--- config.mk ---
export PLATFORM = sky130hd
export DESIGN_NAME = pipe_skid_32
export DESIGN_NICKNAME = d
export VERILOG_FILES = /design/src/rtl/pipe_skid_32_pkg.sv /design/src/rtl/pipe_skid_32_ctrl.sv /design/src/rtl/pipe_skid_32.sv
export SDC_FILE = /design/constraint.sdc
export NUM_CORES = 1
export LEC_CHECK = 0
export CAP_MARGIN = 20
export CELL_PAD_IN_SITES_DETAIL_PLACEMENT = 1
export CELL_PAD_IN_SITES_GLOBAL_PLACEMENT = 2
export CORE_UTILIZATION = 42
export CTS_BUF_LIST = sky130_fd_sc_hd__clkbuf_8
export DETAILED_ROUTE_END_ITERATION = 8
export DONT_BUFFER_PORTS = 1
export PLACE_DENSITY = 0.84
export SETUP_SLACK_MARGIN = 0.1
export SYNTH_ARGS = -nofsm -noshare
export SYNTH_HDL_FRONTEND = slang
export SYNTH_SLANG_ARGS = --single-unit
--- constraint.sdc ---
create_clock -name clk -period 3.2 [get_ports clk]
set_input_delay 0.96 -clock clk [delete_from_list [all_inputs] [get_ports clk]]
set_output_delay 0.96 -clock clk [all_outputs]
set_load 0.02 [all_outputs]
--- src/rtl/pipe_skid_32_pkg.sv ---
// rtl/pipe_skid_32_pkg.sv - shared state encoding and width constants for pipe_skid_32
package pipe_skid_32_pkg;

    typedef enum logic [1:0] {
        ST_EMPTY = 2'd0,
        ST_BUSY  = 2'd1,
        ST_FULL  = 2'd2
    } state_t;

    localparam int DATA_W_DEFAULT = 32;
    localparam int STAT_W         = 16;

endpackage

--- src/rtl/pipe_skid_32_ctrl.sv ---
// rtl/pipe_skid_32_ctrl.sv - skid buffer FSM with registered in_ready/out_valid and data load enables
module pipe_skid_ctrl
    import pipe_skid_32_pkg::*;
(
    input  logic clk,
    input  logic rst,
    input  logic in_valid,
    input  logic out_ready,
    output logic in_ready,
    output logic out_valid,
    output logic main_load,
    output logic skid_load,
    output logic main_sel_skid
);

    state_t state;
    state_t state_nxt;
    logic   in_acc;
    logic   out_acc;

    always_comb begin
        in_acc        = in_valid & in_ready;
        out_acc       = out_valid & out_ready;
        state_nxt     = state;
        main_load     = 1'b0;
        skid_load     = 1'b0;
        main_sel_skid = 1'b0;
        case (state)
            ST_EMPTY: begin
                if (in_acc) begin
                    main_load = 1'b1;
                    state_nxt = ST_BUSY;
                end
            end
            ST_BUSY: begin
                if (in_acc && out_acc) begin
                    main_load = 1'b1;
                end else if (in_acc) begin
                    skid_load = 1'b1;
                    state_nxt = ST_FULL;
                end else if (out_acc) begin
                    state_nxt = ST_EMPTY;
                end
            end
            ST_FULL: begin
                if (out_acc) begin
                    main_load     = 1'b1;
                    main_sel_skid = 1'b1;
                    state_nxt     = ST_BUSY;
                end
            end
            default: state_nxt = ST_EMPTY;
        endcase
    end

    // Handshake outputs are re-registered from the next state so no input reaches them combinationally.
    always_ff @(posedge clk) begin
        if (rst) begin
            state     <= ST_EMPTY;
            in_ready  <= 1'b1;
            out_valid <= 1'b0;
        end else begin
            state     <= state_nxt;
            in_ready  <= (state_nxt != ST_FULL);
            out_valid <= (state_nxt != ST_EMPTY);
        end
    end

endmodule

--- src/rtl/pipe_skid_32.sv ---
// rtl/pipe_skid_32.sv - valid/ready stage with two-entry skid buffer; PIPE_SKID_STATS_EN adds stat_beats
module pipe_skid_32
    import pipe_skid_32_pkg::*;
#(
    parameter int WIDTH = DATA_W_DEFAULT
) (
    input  logic             clk,
    input  logic             rst,
    input  logic             in_valid,
    input  logic [WIDTH-1:0] in_data,
    output logic             in_ready,
    output logic             out_valid,
    output logic [WIDTH-1:0] out_data,
    input  logic             out_ready
`ifdef PIPE_SKID_STATS_EN
    ,
    output logic [STAT_W-1:0] stat_beats
`endif
);

    logic             main_load;
    logic             skid_load;
    logic             main_sel_skid;
    logic [WIDTH-1:0] main_q;
    logic [WIDTH-1:0] skid_q;

    pipe_skid_ctrl u_ctrl (
        .clk           (clk),
        .rst           (rst),
        .in_valid      (in_valid),
        .out_ready     (out_ready),
        .in_ready      (in_ready),
        .out_valid     (out_valid),
        .main_load     (main_load),
        .skid_load     (skid_load),
        .main_sel_skid (main_sel_skid)
    );

    always_ff @(posedge clk) begin
        if (rst) begin
            main_q <= '0;
            skid_q <= '0;
        end else begin
            if (main_load) begin
                main_q <= main_sel_skid ? skid_q : in_data;
            end
            if (skid_load) begin
                skid_q <= in_data;
            end
        end
    end

    assign out_data = main_q;

`ifdef PIPE_SKID_STATS_EN
    always_ff @(posedge clk) begin
        if (rst) begin
            stat_beats <= '0;
        end else if (out_valid && out_ready) begin
            stat_beats <= stat_beats + STAT_W'(1);
        end
    end
`endif

endmodule

==> results.yml <==
outcome:
  status: "finished, violations left"
  violations: "design-rule violations"
detailed_routing:
  drt-pass1-iter-count: 8
  vias_per_cell: 5.50
  dr.first_iter.drc_count: 84
  finalWirelength_mm: 6.24
  routedWlPerCell_um: 16.6
  ant_nets: 0
  via_count: 2073
  drc: 6
final_layout:
  layout-drive-gt1-share_pct: 17.7
  final_cell_mix: "dfxtp_1 (68), nand2_1 (66), mux2i_1 (33), nor2_1 (33), a21oi_1 (32)"
  final_nets: 331
  regArea_sq_um: 1360
  area_growth_pct: 7.97
  finalInstanceArea_sq_um: 3100
  layout_commonest_cell: "dfxtp_1"
  multiInputGateArea_sq_um: 1360
  n_fill_cell: 739
  antenna_cells: 0
  fin_cells: 377
  post-route-util_pct: 47.8
critical_path:
  r2r_slack_ps: 1280
  timing.rr.end: "out_data[4]"
  crit_path_max_fanout: 46
  timing.rr.start: "u_ctrl.out_valid"
  cp.arrival_ps: 2220
  r2r_cells: 5
  worstSetupStartpointType: "primary input"
  path_class: "primary input to flip-flop"
  critPathCaptureType: "flip-flop"
  cp.required_ps: 3460
timing:
  max_slew_margin_pct: 60.1
  drv_slew: 0
  final_hold_viol_count: 0
  fin_ws_ps: 1240
  finalCritPeriodShare_pct: 61.4
  rsz0062_at_grt: "no"
  finalSetupViolations: 0
  finClkSkew_ps: 7.49
  fin_setup_tns_ps: 0
  fmax_mhz: 509
  whs_ps: 450
  max_slew.worst_pin.slew_ps: 599
  period_needed_ps: 1960
place:
  dpl.hpwl_mm: 3.95
  dp.cells: 361
  dp_slack_ps: 886
  io_buffers: 0
  gp_congestion: 0.710
  place_area_sq_um: 2870
synthesis:
  synth.avg_cell_area_sq_um: 9.52
  synth.distinct_cells: 26
  ys_seq_area_share_pct: 47.4
  syn_inst: 302
  synth-async-reset-ratio_pct: 0
  synth_edf_count: 0
  syn_nets: 338
  synth_ff_type: "dfxtp_1"
  ys_ff_latch: 68
  yosysWarnings: 0
  netlist_area_sq_um: 2870
clocking:
  clockRootBuffer: "clkbuf_8"
  postCtsSetupRepairBufs: 0
  h-tree-depth: 3
  numCtsBuffers: 9
  cts_buffer_depth: 2
  post_cts_resized: 0
  cts_tree: "done"
  ctsHoldBuffers: 0
  clkLatencyLatePin_ps: 330
  clk_pin_slew_ps: 70
  cts.sink_count: 68
global_route:
  track_usage_pct: 18.5
  antenna_found_initial: 0
  grt_pass1_wl_mm: 10.2
  grtUsageMet2_pct: 31.4
  use_met3_pct: 6.29
  gr-total-overflow: 0
  grt_most_used_layer: "met2"
  grt_pass1_vias: 2132
  grtUsageMet1_pct: 20.9
  grt_start_max_net_pins: 68
floorplanning:
  dieHeight_um: 84.7
  core_sq_um: 6490
  die-area_sq_um: 7180
  placementRows: 29
  die_x_um: 84.7
  ios: 70
  initial_core_util_pct: 44.2
worst_hold_path:
  min_to: "skid_q[31]"
  hold_class: "flip-flop to flip-flop"
  hold_path_startpoint: "skid_q[31]"
  holdPathStages: 2
power:
  vdd_drop_max_mv: 0.284
  switching_power_uw: 584
  powerDensity_nw_per_um2: 680
  p_leak_nw: 1.30
  pwr-share-seq_pct: 49.7
  p_sw_share_pct: 27.7
  power.share.clock_pct: 38.7
  total_power_mw: 2.11
  intPower_mw: 1.53
  combPwrFrac_pct: 11.7
flow_run:
  max-cap-violations: 0
cell usage after synthesis, types with 2 or more instances:
cell type / number / area (sq um)
dfxtp_1: 68 / 1360
nand2_1: 66 / 248
mux2i_1: 33 / 330
nor2_1: 33 / 124
a21oi_1: 32 / 160
a211oi_2: 29 / 363
buf_2: 7 / 35.0
buf_4: 6 / 45.0
clkbuf_1: 6 / 22.5
a211oi_1: 3 / 22.5
buf_6: 3 / 33.8
nand3_1: 2 / 10.0
registers in the layout, indices dropped and copies added (netlist names):
signal            flops
u_ctrl.state          2
out_data             32
u_ctrl.in_ready       1
skid_q               32
u_ctrl.out_valid      1
per-layer routing:
layer,part of all wire [%],up-vias
li1,-,1025
met1,43,986
met2,49,52
met3,6.8,10
met4,1.6,0
met5,0,-
cell families after synthesis:
family	after synthesis	synth area share [%]
compound gates	69	20.8
buf+inv	25	5.27
flops	68	47.4
mux	34	11.9
simple gates	106	14.7
worst max-delay path, stage by stage:
cell and delay, ps:
nand4_1 160, o211ai_4 220, buf_4 510, nor2_1 130
a211oi_2 220
power groups by stage:
stage / logic (mW) / registers (mW) / clock network [mW]
2_1_floorplan: 0.241 / 1.05 / 0
3_3_place_gp: 0.239 / 1.07 / 0
3_5_place_dp: 0.251 / 1.07 / 0
4_1_cts: 0.251 / 1.05 / 0.842
5_1_grt: 0.277 / 1.06 / 0.883
6_report: 0.246 / 1.05 / 0.817
how the worst max path moves through the flow:
stage,startpoint,end
after floorplan,out_ready,out_data[0]
after global placement,out_ready,out_data[8]
after detailed placement,out_ready,out_data[4]
after CTS,out_ready,out_data[4]
after global routing,u_ctrl.out_valid,out_data[4]
final,out_ready,out_data[4]
final cells by class:
cell class / count / area share [%]
Clock buffer: 12 / 5.32
Clock inverter: 4 / 2.26
Inverter: 1 / 0.121
Multi-Input combinational cell: 209 / 43.9
Sequential cell: 68 / 43.9
Tap cell: 77 / 3.10
Timing Repair Buffer: 6 / 1.45
Power figures use the tool's default switching activity.
